==> src/rtl/bcd_accum_if.sv <==
// Request/response bundle for the BCD accumulator. The master issues load/start requests
// and the slave returns status and the accumulated value.
interface bcd_accum_if #(
    parameter int unsigned DIGITS = 4
);
    localparam int unsigned W = 4 * DIGITS;

    logic         load;
    logic [W-1:0] load_val;
    logic         start;
    logic         op;
    logic [W-1:0] operand;
    logic         busy;
    logic         done;
    logic [W-1:0] value;
    logic         ovf;
    logic         unf;
    logic         zero;

    modport master (
        output load, load_val, start, op, operand,
        input  busy, done, value, ovf, unf, zero
    );

    modport slave (
        input  load, load_val, start, op, operand,
        output busy, done, value, ovf, unf, zero
    );
endinterface

==> src/rtl/bcd_accum.sv <==
// N-digit BCD accumulator. It adds or subtracts a BCD operand one digit per clock and
// commits the whole result in a single cycle, either saturated or wrapped.
module bcd_accum #(
    parameter int unsigned          DIGITS = 4,
    parameter logic [4*DIGITS-1:0]  INIT   = '0,
    parameter bit                   SAT    = 1'b1
) (
    input  logic      clk,
    input  logic      rst,
    bcd_accum_if.slave bus
);
    localparam int unsigned W    = 4 * DIGITS;
    localparam int unsigned IW   = (DIGITS > 1) ? $clog2(DIGITS) : 1;
    localparam logic [IW-1:0] LAST = IW'(DIGITS - 1);
    localparam logic [W-1:0]  ALL9 = {DIGITS{4'h9}};

    typedef enum logic [1:0] {IDLE, RUN, FINISH} state_e;

    state_e        state_q, state_d;
    logic [IW-1:0] idx_q, idx_d;
    logic          carry_q, carry_d;
    logic          op_q, op_d;
    logic [W-1:0]  opd_q, opd_d;
    logic [W-1:0]  acc_q, acc_d;
    logic [W-1:0]  value_q, value_d;
    logic          ovf_q, ovf_d;
    logic          unf_q, unf_d;
    logic          done_q, done_d;
    logic          busy_q, busy_d;

    logic [W-1:0]  opd_clamped;
    logic [3:0]    a_dig, b_dig, sum_dig;
    logic [4:0]    t;
    logic          t_carry;

    // Digits above 9 are forced to 9 as the operand is latched
    always_comb begin
        opd_clamped = bus.operand;
        for (int unsigned i = 0; i < DIGITS; i++) begin
            if (bus.operand[4*i +: 4] > 4'd9) opd_clamped[4*i +: 4] = 4'd9;
        end
    end

    // Single-digit BCD adder; subtraction uses the nines' complement plus an initial carry
    always_comb begin
        a_dig   = acc_q[4*idx_q +: 4];
        b_dig   = op_q ? 4'(4'd9 - opd_q[4*idx_q +: 4]) : opd_q[4*idx_q +: 4];
        t       = 5'(a_dig) + 5'(b_dig) + 5'(carry_q);
        t_carry = (t > 5'd9);
        sum_dig = t_carry ? 4'(t - 5'd10) : t[3:0];
    end

    always_comb begin
        state_d = state_q;
        idx_d   = idx_q;
        carry_d = carry_q;
        op_d    = op_q;
        opd_d   = opd_q;
        acc_d   = acc_q;
        value_d = value_q;
        ovf_d   = ovf_q;
        unf_d   = unf_q;
        done_d  = 1'b0;

        if (bus.load) begin
            state_d = IDLE;
            value_d = bus.load_val;
            ovf_d   = 1'b0;
            unf_d   = 1'b0;
        end else begin
            case (state_q)
                IDLE: begin
                    if (bus.start) begin
                        op_d    = bus.op;
                        opd_d   = opd_clamped;
                        acc_d   = value_q;
                        idx_d   = '0;
                        carry_d = bus.op;
                        state_d = RUN;
                    end
                end
                RUN: begin
                    acc_d[4*idx_q +: 4] = sum_dig;
                    carry_d = t_carry;
                    if (idx_q == LAST) state_d = FINISH;
                    else               idx_d   = IW'(idx_q + 1'b1);
                end
                FINISH: begin
                    done_d  = 1'b1;
                    state_d = IDLE;
                    value_d = acc_q;
                    ovf_d   = 1'b0;
                    unf_d   = 1'b0;
                    // Add carry-out is overflow; subtract with no carry-out is a borrow
                    if (!op_q && carry_q) begin
                        ovf_d = 1'b1;
                        if (SAT) value_d = ALL9;
                    end else if (op_q && !carry_q) begin
                        unf_d = 1'b1;
                        if (SAT) value_d = '0;
                    end
                end
                default: state_d = IDLE;
            endcase
        end

        busy_d = (state_d != IDLE);
    end

    always_ff @(posedge clk) begin
        if (rst) begin
            state_q <= IDLE;
            idx_q   <= '0;
            carry_q <= 1'b0;
            op_q    <= 1'b0;
            opd_q   <= '0;
            acc_q   <= '0;
            value_q <= INIT;
            ovf_q   <= 1'b0;
            unf_q   <= 1'b0;
            done_q  <= 1'b0;
            busy_q  <= 1'b0;
        end else begin
            state_q <= state_d;
            idx_q   <= idx_d;
            carry_q <= carry_d;
            op_q    <= op_d;
            opd_q   <= opd_d;
            acc_q   <= acc_d;
            value_q <= value_d;
            ovf_q   <= ovf_d;
            unf_q   <= unf_d;
            done_q  <= done_d;
            busy_q  <= busy_d;
        end
    end

    assign bus.busy  = busy_q;
    assign bus.done  = done_q;
    assign bus.value = value_q;
    assign bus.ovf   = ovf_q;
    assign bus.unf   = unf_q;
    assign bus.zero  = (value_q == '0);
endmodule

==> src/flat_wrapper.sv <==
// flat-port wrapper written by rule: the top's interface ports become plain ports
module bcd_accum_flat 
#(
    parameter int unsigned          DIGITS = 4,
    parameter logic [4*DIGITS-1:0]  INIT   = '0,
    parameter bit                   SAT    = 1'b1
)
  (clk, rst, bus_load, bus_load_val, bus_start, bus_op, bus_operand, bus_busy, bus_done, bus_value, bus_ovf, bus_unf, bus_zero);
  bcd_accum_if #(.DIGITS(DIGITS)) bus_i ();
  input  logic clk;
  input  logic rst;
  input wire logic [$bits(bus_i.load)-1:0] bus_load;
  input wire logic [$bits(bus_i.load_val)-1:0] bus_load_val;
  input wire logic [$bits(bus_i.start)-1:0] bus_start;
  input wire logic [$bits(bus_i.op)-1:0] bus_op;
  input wire logic [$bits(bus_i.operand)-1:0] bus_operand;
  output wire logic [$bits(bus_i.busy)-1:0] bus_busy;
  output wire logic [$bits(bus_i.done)-1:0] bus_done;
  output wire logic [$bits(bus_i.value)-1:0] bus_value;
  output wire logic [$bits(bus_i.ovf)-1:0] bus_ovf;
  output wire logic [$bits(bus_i.unf)-1:0] bus_unf;
  output wire logic [$bits(bus_i.zero)-1:0] bus_zero;
  assign bus_i.load = bus_load;
  assign bus_i.load_val = bus_load_val;
  assign bus_i.start = bus_start;
  assign bus_i.op = bus_op;
  assign bus_i.operand = bus_operand;
  assign bus_busy = bus_i.busy;
  assign bus_done = bus_i.done;
  assign bus_value = bus_i.value;
  assign bus_ovf = bus_i.ovf;
  assign bus_unf = bus_i.unf;
  assign bus_zero = bus_i.zero;
  bcd_accum #(.DIGITS(DIGITS), .INIT(INIT), .SAT(SAT)) u_core (.clk(clk), .rst(rst), .bus(bus_i));
endmodule
==> config.mk <==
export PLATFORM = sky130hd
export DESIGN_NAME = bcd_accum_flat
export DESIGN_NICKNAME = d
export VERILOG_FILES = /design/src/rtl/bcd_accum_if.sv /design/src/rtl/bcd_accum.sv /design/src/flat_wrapper.sv
export SDC_FILE = /design/constraint.sdc
export NUM_CORES = 1
export LEC_CHECK = 0
export BUFFER_PORTS_ARGS = -buffer_cell sky130_fd_sc_hd__buf_2
export CAP_MARGIN = 20
export CORE_UTILIZATION = 40
export DETAILED_ROUTE_END_ITERATION = 10
export GPL_TIMING_DRIVEN = 0
export HOLD_SLACK_MARGIN = 0.15
export PLACE_DENSITY = 0.61
export SLEW_MARGIN = 40
export SYNTH_ARGS = -nofsm -noshare
export SYNTH_HDL_FRONTEND = slang
export SYNTH_SLANG_ARGS = --single-unit
==> constraint.sdc <==
create_clock -name clk -period 6.34 [get_ports clk]
set_input_delay 0.634 -clock clk [delete_from_list [all_inputs] [get_ports clk]]
set_output_delay 0.634 -clock clk [all_outputs]
set_load 0.02 [all_outputs]
==> results of run 1 <==
==> final timing paths <==
check,from,end,slack [ps],cells after the start
worst min-delay path,u_core.opd_q[5]$_SDFFE_PP0P_,u_core.opd_q[5]$_SDFFE_PP0P_,450,2
worst max-delay path,u_core.idx_q[1]$_SDFFE_PP0P_,u_core.acc_q[2]$_SDFFE_PP0P_,2050,13
worst min register to register,u_core.opd_q[5]$_SDFFE_PP0P_,u_core.opd_q[5]$_SDFFE_PP0P_,450,2
worst max register to register,u_core.idx_q[1]$_SDFFE_PP0P_,u_core.acc_q[2]$_SDFFE_PP0P_,2050,13
==> area by class of cell <==
type                    instances  area [sq um]  share of cell area, %
multi-input cells             249          1680                   46.7
flip-flops and latches         58          1160                   32.3
repair buffers                 56           280                   7.79
clock buffers                  11           141                   3.93
well taps                      99           124                   3.44
plain buffers                  23          95.1                   2.64
clock inverters                 5          77.6                   2.16
inverters                      10          37.5                   1.04
==> power by group <==
part,switching (mW),internal (mW)
clock,0.152,0.231
combinational,0.0950,0.0735
sequential,0.0180,0.385
==> stage by stage <==
step,hold WS (ps),cells
3_3_place_gp,438,495
2_1_floorplan,429,340
4_1_cts,453,511
3_5_place_dp,445,495
5_1_grt,471,511
6_report,453,511
==> metal layers <==
metal	GRT usage, %	share of wire, %
met2	34.4	45
met1	30.5	46
met5	0	0
met3	4.29	6.4
met4	10.1	2.4
==> logic make-up (layout without fill, tap and decap cells) <==
| family | Yosys count | in the layout | synth area share [%] |
|---|---|---|---|
| fa+ha+maj | 11 | 11 | 5.13 |
| xor+xnor | 4 | 4 | 1.18 |
| flops | 58 | 58 | 39.0 |
| buf+inv | 33 | 105 | 4.46 |
| simple gates | 123 | 123 | 20.2 |
| compound gates | 100 | 100 | 22.8 |
| mux | 11 | 11 | 7.23 |
==> worst min-delay path, delay by kind of cell, from the launching register on <==
kind               cells  cell delay (ps)
AOI/OAI and AO/OA      1               50
and+or+nand+nor        1               50
DFF                    1              310
==> state kept, by name (all words and copies together), names as in the netlist <==
| signal | flops |
|---|---|
| u_core.acc_q | 16 |
| u_core.bus.busy | 1 |
| u_core.bus.done | 1 |
| u_core.bus.ovf | 1 |
| u_core.bus.unf | 1 |
| u_core.bus.value | 16 |
| u_core.carry_q | 1 |
| u_core.idx_q | 2 |
| u_core.op_q | 1 |
| u_core.opd_q | 16 |
| u_core.state_q | 2 |
==> cells in the mapped netlist, drive strengths merged (5+ instances only) <==
cell type	n
nor4	5
dfxtp	58
a211oi	9
o21ai	16
a22oi	6
ha	9
a2bb2oi	5
buf	8
mux4	8
a222oi	6
clkbuf	15
nand2	38
nor2	39
o22ai	12
nor3	13
a21oi	29
inv	10
nand3b	9
==> results_tabular.tex, run 1 <==
\begin{tabular}{lr}
\hline
Metric & Value \\
\hline
\multicolumn{2}{l}{\textbf{Clocking}} \\
Setup Fix Bufs, Post-CTS & 0 \\
Insertion delay of the later-clocked pin in the worst-skew pair & 340 ps \\
Number of sinks handled by clock tree synthesis & 58 \\
Total of hold buffers inserted after clock tree synthesis & 0 \\
Clock transition at the registers of the reported paths & 70 ps \\
CTS root buf & sky130\_fd\_sc\_hd\_\_clkbuf\_8 \\
Clk buf depth & 2 \\
H-tree levels & 3 \\
Post-CTS resize count & 0 \\
TritonCTS Buffers & 9 \\
Clock tree from TritonCTS & done \\
\multicolumn{2}{l}{\textbf{Global routing}} \\
Overall routing resource usage & 22.4\% \\
Antenna violations before repair & 0 \\
Via count of the first global-routing pass & 2,560 \\
Total grt overflow & 0 \\
Wire length of the first global-routing pass & 13,000 um \\
Pin count of the biggest net entering global routing & 11 \\
\multicolumn{2}{l}{\textbf{Synth}} \\
Area leader, netlist & sky130\_fd\_sc\_hd\_\_dfxtp\_1 \\
Total of flip-flops plus latches after synthesis & 58 \\
Area contributors post-synth & sky130\_fd\_sc\_hd\_\_dfxtp\_1 (39\%), sky130\_fd\_sc\_hd\_\_mux4\_2 (6.1\%), sky130\_fd\_sc\_hd\_\_nor2\_1 (4.9\%) \\
Post-synthesis area per instance & 8.75 sq um \\
Count of yosys warnings during synthesis & 0 \\
Share of flip-flops with an asynchronous set or reset & 0\% \\
Count of mapped cells out of synthesis & 340 \\
Fraction of the yosys area taken by sequential cells & 39.0\% \\
Fraction of synthesized cell area taken by the top area cell type & 39.0\% \\
Net count after synthesis & 388 \\
Number of enable flip-flop cells after synthesis & 0 \\
Post-Synthesis Cell Area & 2980 sq um \\
Library cells used by synthesis & 46 \\
Primary flip-flop cell chosen by synthesis mapping & sky130\_fd\_sc\_hd\_\_dfxtp\_1 \\
\multicolumn{2}{l}{\textbf{STA}} \\
Post-route clock period utilization & 67.6\% \\
Transition time of the tightest slew-check pin & 737 ps \\
Setup total negative slack & 0 ps \\
Setup repair after global routing missed its margin & no \\
Tmin final & 4290 ps \\
Final Skew & 8.96 ps \\
Final hold vios & 0 \\
Slew headroom & 50.9\% \\
Final worst-path setup slack & 2050 ps \\
Timing-limited maximum frequency & 233 MHz \\
Final Max Tran Viols & 0 \\
Count of final setup violators & 0 \\
\multicolumn{2}{l}{\textbf{Floorplan}} \\
Overall die area & 7790 sq um \\
Number of cell rows & 31 \\
Placeable core region & 7210 sq um \\
Floorplan die width & 88.2 um \\
Die height & 88.2 um \\
Starting utilization of the core area & 41.2\% \\
Io pins & 58 \\
\multicolumn{2}{l}{\textbf{Outcome}} \\
Outcome & completed \\
\multicolumn{2}{l}{\textbf{Worst setup path}} \\
Crit path buf inv count & 2 \\
Master of the slowest instance on the critical path & sky130\_fd\_sc\_hd\_\_mux4\_2 \\
Worst-path cell chain & clkbuf\_1 -> mux4\_2 -> xnor2\_1 -> fa\_1 -> inv\_1 -> fa\_1 -> xnor2\_1 -> ha\_1 -> a22oi\_2 -> a31oi\_4 -> mux2\_4 -> a2bb2oi\_1 -> a211oi\_1 \\
Required @ worst endpoint & 6590 ps \\
Worst Path Arrival & 4540 ps \\
Worst stage delay on the critical path & 620 ps \\
Crit path kind & register to register \\
Type of origin of the critical path & register \\
Endpoint type of the worst setup path & register \\
CP Max Fanout & 10 \\
Gate family responsible for the most delay along the worst path & multiplexers \\
\multicolumn{2}{l}{\textbf{Layout}} \\
Nets & 455 \\
Commonest cells after routing, fill and taps aside & sky130\_fd\_sc\_hd\_\_buf\_2 (63), sky130\_fd\_sc\_hd\_\_dfxtp\_1 (58), sky130\_fd\_sc\_hd\_\_nor2\_1 (39), sky130\_fd\_sc\_hd\_\_nand2\_1 (38), sky130\_fd\_sc\_hd\_\_a21oi\_1 (29) \\
Layout Utilization & 49.9\% \\
Diodes inserted & 0 \\
Area delta synth->final & 20.9\% \\
Final-layout fill cell count & 726 \\
Leading cell type in the layout, fill and taps excluded & sky130\_fd\_sc\_hd\_\_buf\_2 \\
Final Cell Area & 3600 sq um \\
Share of post-route cells with drive strength above 1 & 23.1\% \\
\multicolumn{2}{l}{\textbf{Detailed routing}} \\
Average vias per placed instance & 5.53 \\
Number of search-and-repair iterations in the first detailed-routing pass & 5 \\
DRC viols & 0 \\
Antenna-violating nets left & 0 \\
Number of DRC violations after detailed-routing iteration 0 & 215 \\
Detailed Route WL & 8170 um \\
Vias post-DR & 2,827 \\
Wire length per cell after detailed routing & 16.0 um \\
\multicolumn{2}{l}{\textbf{Pwr}} \\
Power Density & 265 nW/um\^{}2 \\
Power after layout & 0.953 mW \\
Reported leakage power & 1.44 nW \\
Peak ir drop on the vdd network & 123 uV \\
\multicolumn{2}{l}{\textbf{Place}} \\
Number of buffer cells added on primary ports & 56 \\
Placed Area & 3380 sq um \\
Worst setup slack after placement & 2070 ps \\
Routability cong. & 0.877 \\
Dpl hpwl & 6180 um \\
\multicolumn{2}{l}{\textbf{Hold path}} \\
Classification of the worst-slack hold path & register to register \\
\multicolumn{2}{l}{\textbf{Job}} \\
Count of maximum capacitance violations & 0 \\
\hline
\end{tabular}
(Power assumes the default switching activity.)
==> run 2: changes to the inputs <==
--- a/config.mk
+++ b/config.mk
@@ -5,13 +5,14 @@
 export SDC_FILE = /design/constraint.sdc
 export NUM_CORES = 1
 export LEC_CHECK = 0
+export ABC_AREA = 1
 export BUFFER_PORTS_ARGS = -buffer_cell sky130_fd_sc_hd__buf_2
 export CAP_MARGIN = 20
 export CORE_UTILIZATION = 40
 export DETAILED_ROUTE_END_ITERATION = 10
 export GPL_TIMING_DRIVEN = 0
 export HOLD_SLACK_MARGIN = 0.15
-export PLACE_DENSITY = 0.61
+export PLACE_DENSITY = 0.63
 export SLEW_MARGIN = 40
 export SYNTH_ARGS = -nofsm -noshare
 export SYNTH_HDL_FRONTEND = slang
==> constraint.sdc (replaced) <==
create_clock -name clk -period 3.65 [get_ports clk]
set_input_delay 0.365 -clock clk [delete_from_list [all_inputs] [get_ports clk]]
set_output_delay 0.365 -clock clk [all_outputs]
set_load 0.02 [all_outputs]
==> run 2 against run 1 <==
Maximum frequency up 26%; largest power group is now clock; highest routed layer unchanged; clock power increased by 87%; largest cell class unchanged; synthesized cell count is 26% higher.
==> results_tabular.tex, run 2 <==
\begin{tabular}{lr}
\hline
Metric & Value \\
\hline
\multicolumn{2}{l}{\textbf{Outcome}} \\
Outcome & completed \\
\multicolumn{2}{l}{\textbf{Layout}} \\
Area delta synth->final & 22.5\% \\
Leading cell type in the layout, fill and taps excluded & sky130\_fd\_sc\_hd\_\_nand2\_1 \\
Layout Utilization & 51.7\% \\
Share of post-route cells with drive strength above 1 & 23.0\% \\
Nets & 548 \\
Commonest cells after routing, fill and taps aside & sky130\_fd\_sc\_hd\_\_nand2\_1 (66), sky130\_fd\_sc\_hd\_\_a21oi\_1 (65), sky130\_fd\_sc\_hd\_\_buf\_2 (61), sky130\_fd\_sc\_hd\_\_dfxtp\_1 (56), sky130\_fd\_sc\_hd\_\_o21ai\_0 (38) \\
Final-layout fill cell count & 783 \\
Diodes inserted & 0 \\
\multicolumn{2}{l}{\textbf{Clocking}} \\
Insertion delay of the later-clocked pin in the worst-skew pair & 340 ps \\
CTS root buf & sky130\_fd\_sc\_hd\_\_clkbuf\_8 \\
TritonCTS Buffers & 9 \\
Clk buf depth & 2 \\
Number of sinks handled by clock tree synthesis & 58 \\
Clock tree from TritonCTS & done \\
Clock transition at the registers of the reported paths & 70 ps \\
Total of hold buffers inserted after clock tree synthesis & 0 \\
H-tree levels & 3 \\
\multicolumn{2}{l}{\textbf{Synth}} \\
Fraction of synthesized cell area taken by the top area cell type & 37.1\% \\
Count of mapped cells out of synthesis & 429 \\
Post-Synthesis Cell Area & 3130 sq um \\
Main combinational cell family by area after synthesis & compound AO/OA/AOI/OAI gates \\
Number of enable flip-flop cells after synthesis & 0 \\
Share of the synthesized area in compound gates (AO/OA/AOI/OAI) & 25.4\% \\
Cell types with the highest counts after synthesis & sky130\_fd\_sc\_hd\_\_nand2\_1 (67), sky130\_fd\_sc\_hd\_\_a21oi\_1 (65), sky130\_fd\_sc\_hd\_\_dfxtp\_1 (58), sky130\_fd\_sc\_hd\_\_o21ai\_0 (40), sky130\_fd\_sc\_hd\_\_nor2\_1 (37) \\
Share of flip-flops with an asynchronous set or reset & 0\% \\
XOR/XNOR share of the synthesized area & 0.560\% \\
Total of flip-flops plus latches after synthesis & 58 \\
Basic-gate share of the synthesized area counting and, or, nand and nor cells & 23.6\% \\
Post-synthesis area per instance & 7.29 sq um \\
Net count after synthesis & 477 \\
Fraction of the yosys area taken by sequential cells & 37.1\% \\
Adder-cell area share of the yosys netlist & 4.88\% \\
Area leader, netlist & sky130\_fd\_sc\_hd\_\_dfxtp\_1 \\
Count of yosys warnings during synthesis & 0 \\
Most common cell in the synthesized netlist & sky130\_fd\_sc\_hd\_\_nand2\_1 \\
Library cells used by synthesis & 40 \\
Mux contribution to synthesized area & 0\% \\
Primary flip-flop cell chosen by synthesis mapping & sky130\_fd\_sc\_hd\_\_dfxtp\_1 \\
Area contributors post-synth & sky130\_fd\_sc\_hd\_\_dfxtp\_1 (37\%), sky130\_fd\_sc\_hd\_\_a21oi\_1 (10\%), sky130\_fd\_sc\_hd\_\_nand2\_1 (8.0\%) \\
\multicolumn{2}{l}{\textbf{Detailed routing}} \\
DRC viols & 0 \\
Wire length per cell after detailed routing & 14.7 um \\
Number of search-and-repair iterations in the first detailed-routing pass & 4 \\
Antenna-violating nets left & 0 \\
Average vias per placed instance & 5.32 \\
Detailed Route WL & 8890 um \\
Vias post-DR & 3,213 \\
Number of DRC violations after detailed-routing iteration 0 & 195 \\
\multicolumn{2}{l}{\textbf{Floorplan}} \\
Placeable core region & 7410 sq um \\
Starting utilization of the core area & 42.2\% \\
Floorplan die width & 90.4 um \\
Overall die area & 8170 sq um \\
Number of cell rows & 31 \\
Die height & 90.4 um \\
Io pins & 58 \\
\multicolumn{2}{l}{\textbf{Hold path}} \\
Classification of the worst-slack hold path & input pin to register \\
\multicolumn{2}{l}{\textbf{STA}} \\
Slew headroom & 58.7\% \\
Setup total negative slack & 0 ps \\
Tmin final & 3410 ps \\
Final hold vios & 0 \\
Final Max Tran Viols & 0 \\
Transition time of the tightest slew-check pin & 615 ps \\
Post-route clock period utilization & 93.3\% \\
Timing-limited maximum frequency & 294 MHz \\
Final Skew & 8.89 ps \\
Count of final setup violators & 0 \\
\multicolumn{2}{l}{\textbf{Worst setup path}} \\
Type of origin of the critical path & register \\
CP Max Fanout & 11 \\
Endpoint type of the worst setup path & register \\
Cell type with the highest occurrence count on the critical path & sky130\_fd\_sc\_hd\_\_nand2\_1 \\
Worst-path cell chain & buf\_6 -> clkinvlp\_4 -> clkbuf\_2 -> nand2\_1 -> a32o\_1 -> fa\_1 -> inv\_1 -> fa\_1 -> inv\_1 -> ha\_2 -> nand2\_1 -> a21boi\_1 -> nand2\_1 -> nand2\_1 -> nand2\_2 -> nand4\_1 -> nor2\_2 -> nor2\_1 -> nor2\_1 \\
Worst stage delay on the critical path & 460 ps \\
Worst Path Arrival & 3680 ps \\
Required @ worst endpoint & 3930 ps \\
Master of the slowest instance on the critical path & sky130\_fd\_sc\_hd\_\_fa\_1 \\
Gate family responsible for the most delay along the worst path & adder cells \\
Crit path kind & register to register \\
Crit path buf inv count & 5 \\
\multicolumn{2}{l}{\textbf{Place}} \\
Number of buffer cells added on primary ports & 57 \\
Dpl hpwl & 7000 um \\
Routability cong. & 0.911 \\
\multicolumn{2}{l}{\textbf{Global routing}} \\
Total grt overflow & 0 \\
Pin count of the biggest net entering global routing & 12 \\
Via count of the first global-routing pass & 2,964 \\
Antenna violations before repair & 0 \\
Overall routing resource usage & 22.5\% \\
Wire length of the first global-routing pass & 14,400 um \\
\multicolumn{2}{l}{\textbf{Job}} \\
Count of maximum capacitance violations & 0 \\
\multicolumn{2}{l}{\textbf{Pwr}} \\
Peak ir drop on the vdd network & 188 uV \\
Power Density & 484 nW/um\^{}2 \\
Reported leakage power & 1.63 nW \\
\hline
\end{tabular}
run 2: cell count changes after synthesis, sizes merged, moves of 9 or more:
cell,before,now
nand2,38,68
nand3,2,23
a21oi,29,68
inv,10,40
nor3,13,3
nand4,0,12
o21ai,16,44
clkbuf,15,6
run 2: path summary, 6_finish.rpt:
check	start	endpoint	slack, ps	cells past startpoint
hold reg to reg	u_core.opd_q[11]$_SDFFE_PP0P_	u_core.opd_q[11]$_SDFFE_PP0P_	450	2
setup reg to reg	u_core.idx_q[0]$_SDFFE_PP0P_	u_core.acc_q[7]$_SDFFE_PP0P_	240	19
setup / recovery	u_core.idx_q[0]$_SDFFE_PP0P_	u_core.acc_q[7]$_SDFFE_PP0P_	240	19
hold / removal	bus_operand[12]	u_core.opd_q[12]$_SDFFE_PP0P_	270	3
run 2: where the power goes:
group	switching [mW]	internal, mW	leakage, nW	total (mW)
Sequential	0.0366	0.672	0.477	0.709
Combinational	0.279	0.153	1.04	0.432
Clock	0.260	0.453	0.114	0.713
run 2: routing by layer:
metal  track usage, %  wire length, um  vias up
li1                 -                -     1636
met1             29.3             4280     1486
met2             36.2             4020       77
met3             5.22              386       14
met4             8.47              195        0
met5                0                0        -
run 2: cell type report:
cell class,count,area (sq um),area share (%)
buffer,18,115,3.01
clock buffer,11,131,3.43
clock inverter,5,103,2.68
inverter,43,168,4.38
multi-input combinational,310,1720,44.9
sequential,58,1160,30.4
tap,99,124,3.23
timing repair buffer,60,308,8.04
run 2: cells by family after synthesis:
family	count (synthesis)
flip-flops	58
XOR/XNOR	2
AND/OR/NAND/NOR	157
adder cells (fa/ha/maj)	11
buffers and inverters	61
AO/OA/AOI/OAI	140
run 2: repair_timing:
action                     CTS  global route
setup buffers                0             3
pin swaps                    0             3
setup endpoints to repair    1            13
resized for setup            1            18
run 2: through the flow:
step | cell area, sq um | setup slack [ps] | total power [mW] | instances | hold slack (ps)
5_1_grt | 3830 | -23.3 | 1.96 | 604 | 277
4_1_cts | 3770 | 30.6 | 1.85 | 601 | 257
3_3_place_gp | 3540 | 7.22 | 1.13 | 585 | 440
6_report | 3830 | 245 | 1.85 | 604 | 273
2_1_floorplan | 3130 | 567 | 1.01 | 429 | 424
3_5_place_dp | 3540 | 8.21 | 1.14 | 585 | 444
run 2: worst reg2reg max path: cells and delay by family, from the launching register on:
family	cells	cell delay, ps
fa+ha+maj	3	1010
compound gates	2	350
flops	1	340
buf+inv	5	690
simple gates	9	960
==> run 3: changes to the inputs <==
--- a/config.mk
+++ b/config.mk
@@ -5,7 +5,6 @@
 export SDC_FILE = /design/constraint.sdc
 export NUM_CORES = 1
 export LEC_CHECK = 0
-export ABC_AREA = 1
 export BUFFER_PORTS_ARGS = -buffer_cell sky130_fd_sc_hd__buf_2
 export CAP_MARGIN = 20
 export CORE_UTILIZATION = 40
==> run 3 against run 2 <==
Critical path type unchanged; non-clock buffer count up 10; power down 13%; largest power group is now sequential cells; sequential share of layout area up 1.1 points; global-route usage down 0.27 points; routed wire length down 8.0%; first-iteration DRC count down 21%; worst hold slack worse by 47 ps.
==> results_tabular.tex, run 3 (synthesis results as in run 1) <==
\begin{tabular}{lr}
\hline
Metric & Value \\
\hline
\multicolumn{2}{l}{\textbf{Worst setup path}} \\
Required @ worst endpoint & 3880 ps \\
Endpoint type of the worst setup path & register \\
CP Max Fanout & 4 \\
Crit path kind & register to register \\
Worst stage delay on the critical path & 600 ps \\
Worst Path Arrival & 3720 ps \\
Master of the slowest instance on the critical path & sky130\_fd\_sc\_hd\_\_fa\_2 \\
Type of origin of the critical path & register \\
Worst-path cell chain & clkbuf\_8 -> mux4\_2 -> xnor2\_2 -> fa\_2 -> inv\_1 -> fa\_2 -> inv\_1 -> ha\_2 -> a22oi\_2 -> a31oi\_4 -> buf\_4 -> xnor2\_2 -> nand2\_1 -> a311oi\_1 \\
\multicolumn{2}{l}{\textbf{Global routing}} \\
Antenna violations before repair & 0 \\
Pin count of the biggest net entering global routing & 11 \\
Overall routing resource usage & 22.3\% \\
Wire length of the first global-routing pass & 12,800 um \\
Total grt overflow & 0 \\
Via count of the first global-routing pass & 2,536 \\
\multicolumn{2}{l}{\textbf{Layout}} \\
Share of post-route cells with drive strength above 1 & 26.4\% \\
Diodes inserted & 0 \\
Area delta synth->final & 24.5\% \\
Final instance count without filler cells & 520 \\
Commonest cells after routing, fill and taps aside & sky130\_fd\_sc\_hd\_\_buf\_2 (62), sky130\_fd\_sc\_hd\_\_dfxtp\_1 (56), sky130\_fd\_sc\_hd\_\_nor2\_1 (39), sky130\_fd\_sc\_hd\_\_nand2\_1 (38), sky130\_fd\_sc\_hd\_\_a21oi\_1 (29) \\
Nets & 464 \\
Leading cell type in the layout, fill and taps excluded & sky130\_fd\_sc\_hd\_\_buf\_2 \\
Final Cell Area & 3700 sq um \\
\multicolumn{2}{l}{\textbf{Clocking}} \\
Clk buf depth & 2 \\
Clock transition at the registers of the reported paths & 60 ps \\
CTS root buf & sky130\_fd\_sc\_hd\_\_clkbuf\_8 \\
H-tree levels & 3 \\
Clock tree from TritonCTS & done \\
Insertion delay of the later-clocked pin in the worst-skew pair & 330 ps \\
Number of sinks handled by clock tree synthesis & 58 \\
TritonCTS Buffers & 9 \\
\multicolumn{2}{l}{\textbf{Detailed routing}} \\
Detailed Route WL & 8180 um \\
DRC viols & 0 \\
Vias post-DR & 2,865 \\
Average vias per placed instance & 5.51 \\
Number of search-and-repair iterations in the first detailed-routing pass & 6 \\
Wire length per cell after detailed routing & 15.7 um \\
Antenna-violating nets left & 0 \\
Number of DRC violations after detailed-routing iteration 0 & 155 \\
\multicolumn{2}{l}{\textbf{Place}} \\
Routability cong. & 0.889 \\
Placed Area & 3380 sq um \\
Number of buffer cells added on primary ports & 56 \\
Dpl hpwl & 6130 um \\
Post-Place Cells & 495 \\
\multicolumn{2}{l}{\textbf{Floorplan}} \\
Die height & 88.2 um \\
Starting utilization of the core area & 41.2\% \\
Floorplan die width & 88.2 um \\
Io pins & 58 \\
Overall die area & 7790 sq um \\
Number of cell rows & 31 \\
Placeable core region & 7210 sq um \\
\multicolumn{2}{l}{\textbf{Pwr}} \\
Peak ir drop on the vdd network & 296 uV \\
Power Density & 434 nW/um\^{}2 \\
Reported leakage power & 1.49 nW \\
\multicolumn{2}{l}{\textbf{STA}} \\
Final Skew & 7.00 ps \\
Count of final setup violators & 0 \\
Tmin final & 3490 ps \\
Slew headroom & 54.3\% \\
Timing-limited maximum frequency & 287 MHz \\
Transition time of the tightest slew-check pin & 685 ps \\
Final Max Tran Viols & 0 \\
Post-route clock period utilization & 95.6\% \\
Final hold vios & 0 \\
\multicolumn{2}{l}{\textbf{Outcome}} \\
Outcome & completed \\
\multicolumn{2}{l}{\textbf{Job}} \\
Count of maximum capacitance violations & 0 \\
\multicolumn{2}{l}{\textbf{Hold path}} \\
Classification of the worst-slack hold path & input pin to register \\
\hline
\end{tabular}
[run 3: cell types whose count changed in the layout (fill, tap and decap cells not counted), sizes merged, moves of 10 or more]
cell	delta
a21oi	-39
clkbuf	+12
inv	-30
nand2	-30
nand3	-21
nand4	-12
nor3	+10
o21ai	-28
[run 3: power breakdown]
group,total [mW],switching [mW],internal (mW)
clock,0.590,0.238,0.352
sequential,0.700,0.0314,0.668
combinational,0.318,0.170,0.148
total,1.61,0.439,1.17
[run 3: worst paths after layout]
check | startpoint | to | slack, ps | cells after the start
min reg2reg | u_core.opd_q[13]$_SDFFE_PP0P_ | u_core.opd_q[13]$_SDFFE_PP0P_ | 450 | 2
max | u_core.idx_q[1]$_SDFFE_PP0P_ | u_core.acc_q[13]$_SDFFE_PP0P_ | 160 | 14
min | rst | u_core.state_q[0]$_SDFF_PP0_ | 230 | 2
max reg2reg | u_core.idx_q[1]$_SDFFE_PP0P_ | u_core.acc_q[13]$_SDFFE_PP0P_ | 160 | 14
[run 3: final cells by class]
cell class,count,area [sq um]
well taps,99,124
fillers,727,3510
clock buffers,14,163
clock inverters,2,35.0
multi-input cells,249,1710
plain buffers,23,120
flip-flops and latches,58,1170
repair buffers,65,348
inverters,10,37.5
[run 3: critical path, delay by kind of cell (launching register included)]
kind | cells | cell delay [ps]
adders and majority gates | 3 | 1010
AOI/OAI and AO/OA | 3 | 600
muxes | 1 | 530
buffers and inverters | 4 | 410
xor gates and xnor gates | 2 | 380
DFF | 1 | 350
and+or+nand+nor | 1 | 110
[run 3: through the flow]
step	hold slack, ps	util (%)	setup WS (ps)	TNS [ps]	power (mW)
2_1_floorplan	429	-	4.94	0	0.914
3_3_place_gp	438	46.9	-399	-3130	0.999
3_5_place_dp	441	46.9	-499	-4120	1.00
4_1_cts	215	50.5	9.90	0	1.61
5_1_grt	232	51.4	-0.524	-0.524	1.68
6_report	225	51.4	162	0	1.61
[run 3: layer usage]
metal	GRT usage (%)	up-vias	wire, um
li1	-	1411	-
met1	30.0	1343	3720
met2	35.3	103	3840
met3	5.13	8	514
met4	7.48	0	112
met5	0	-	0
[run 3: what timing repair did]
| action | CTS | global route |
|---|---|---|
| hold buffers | 0 | 0 |
| endpoints found under the setup margin | 13 | 12 |
| pin swaps | 3 | 7 |
| buffers inserted | 5 | 4 |
| resized for setup | 8 | 7 |
| endpoints found under the hold margin | 0 | 0 |
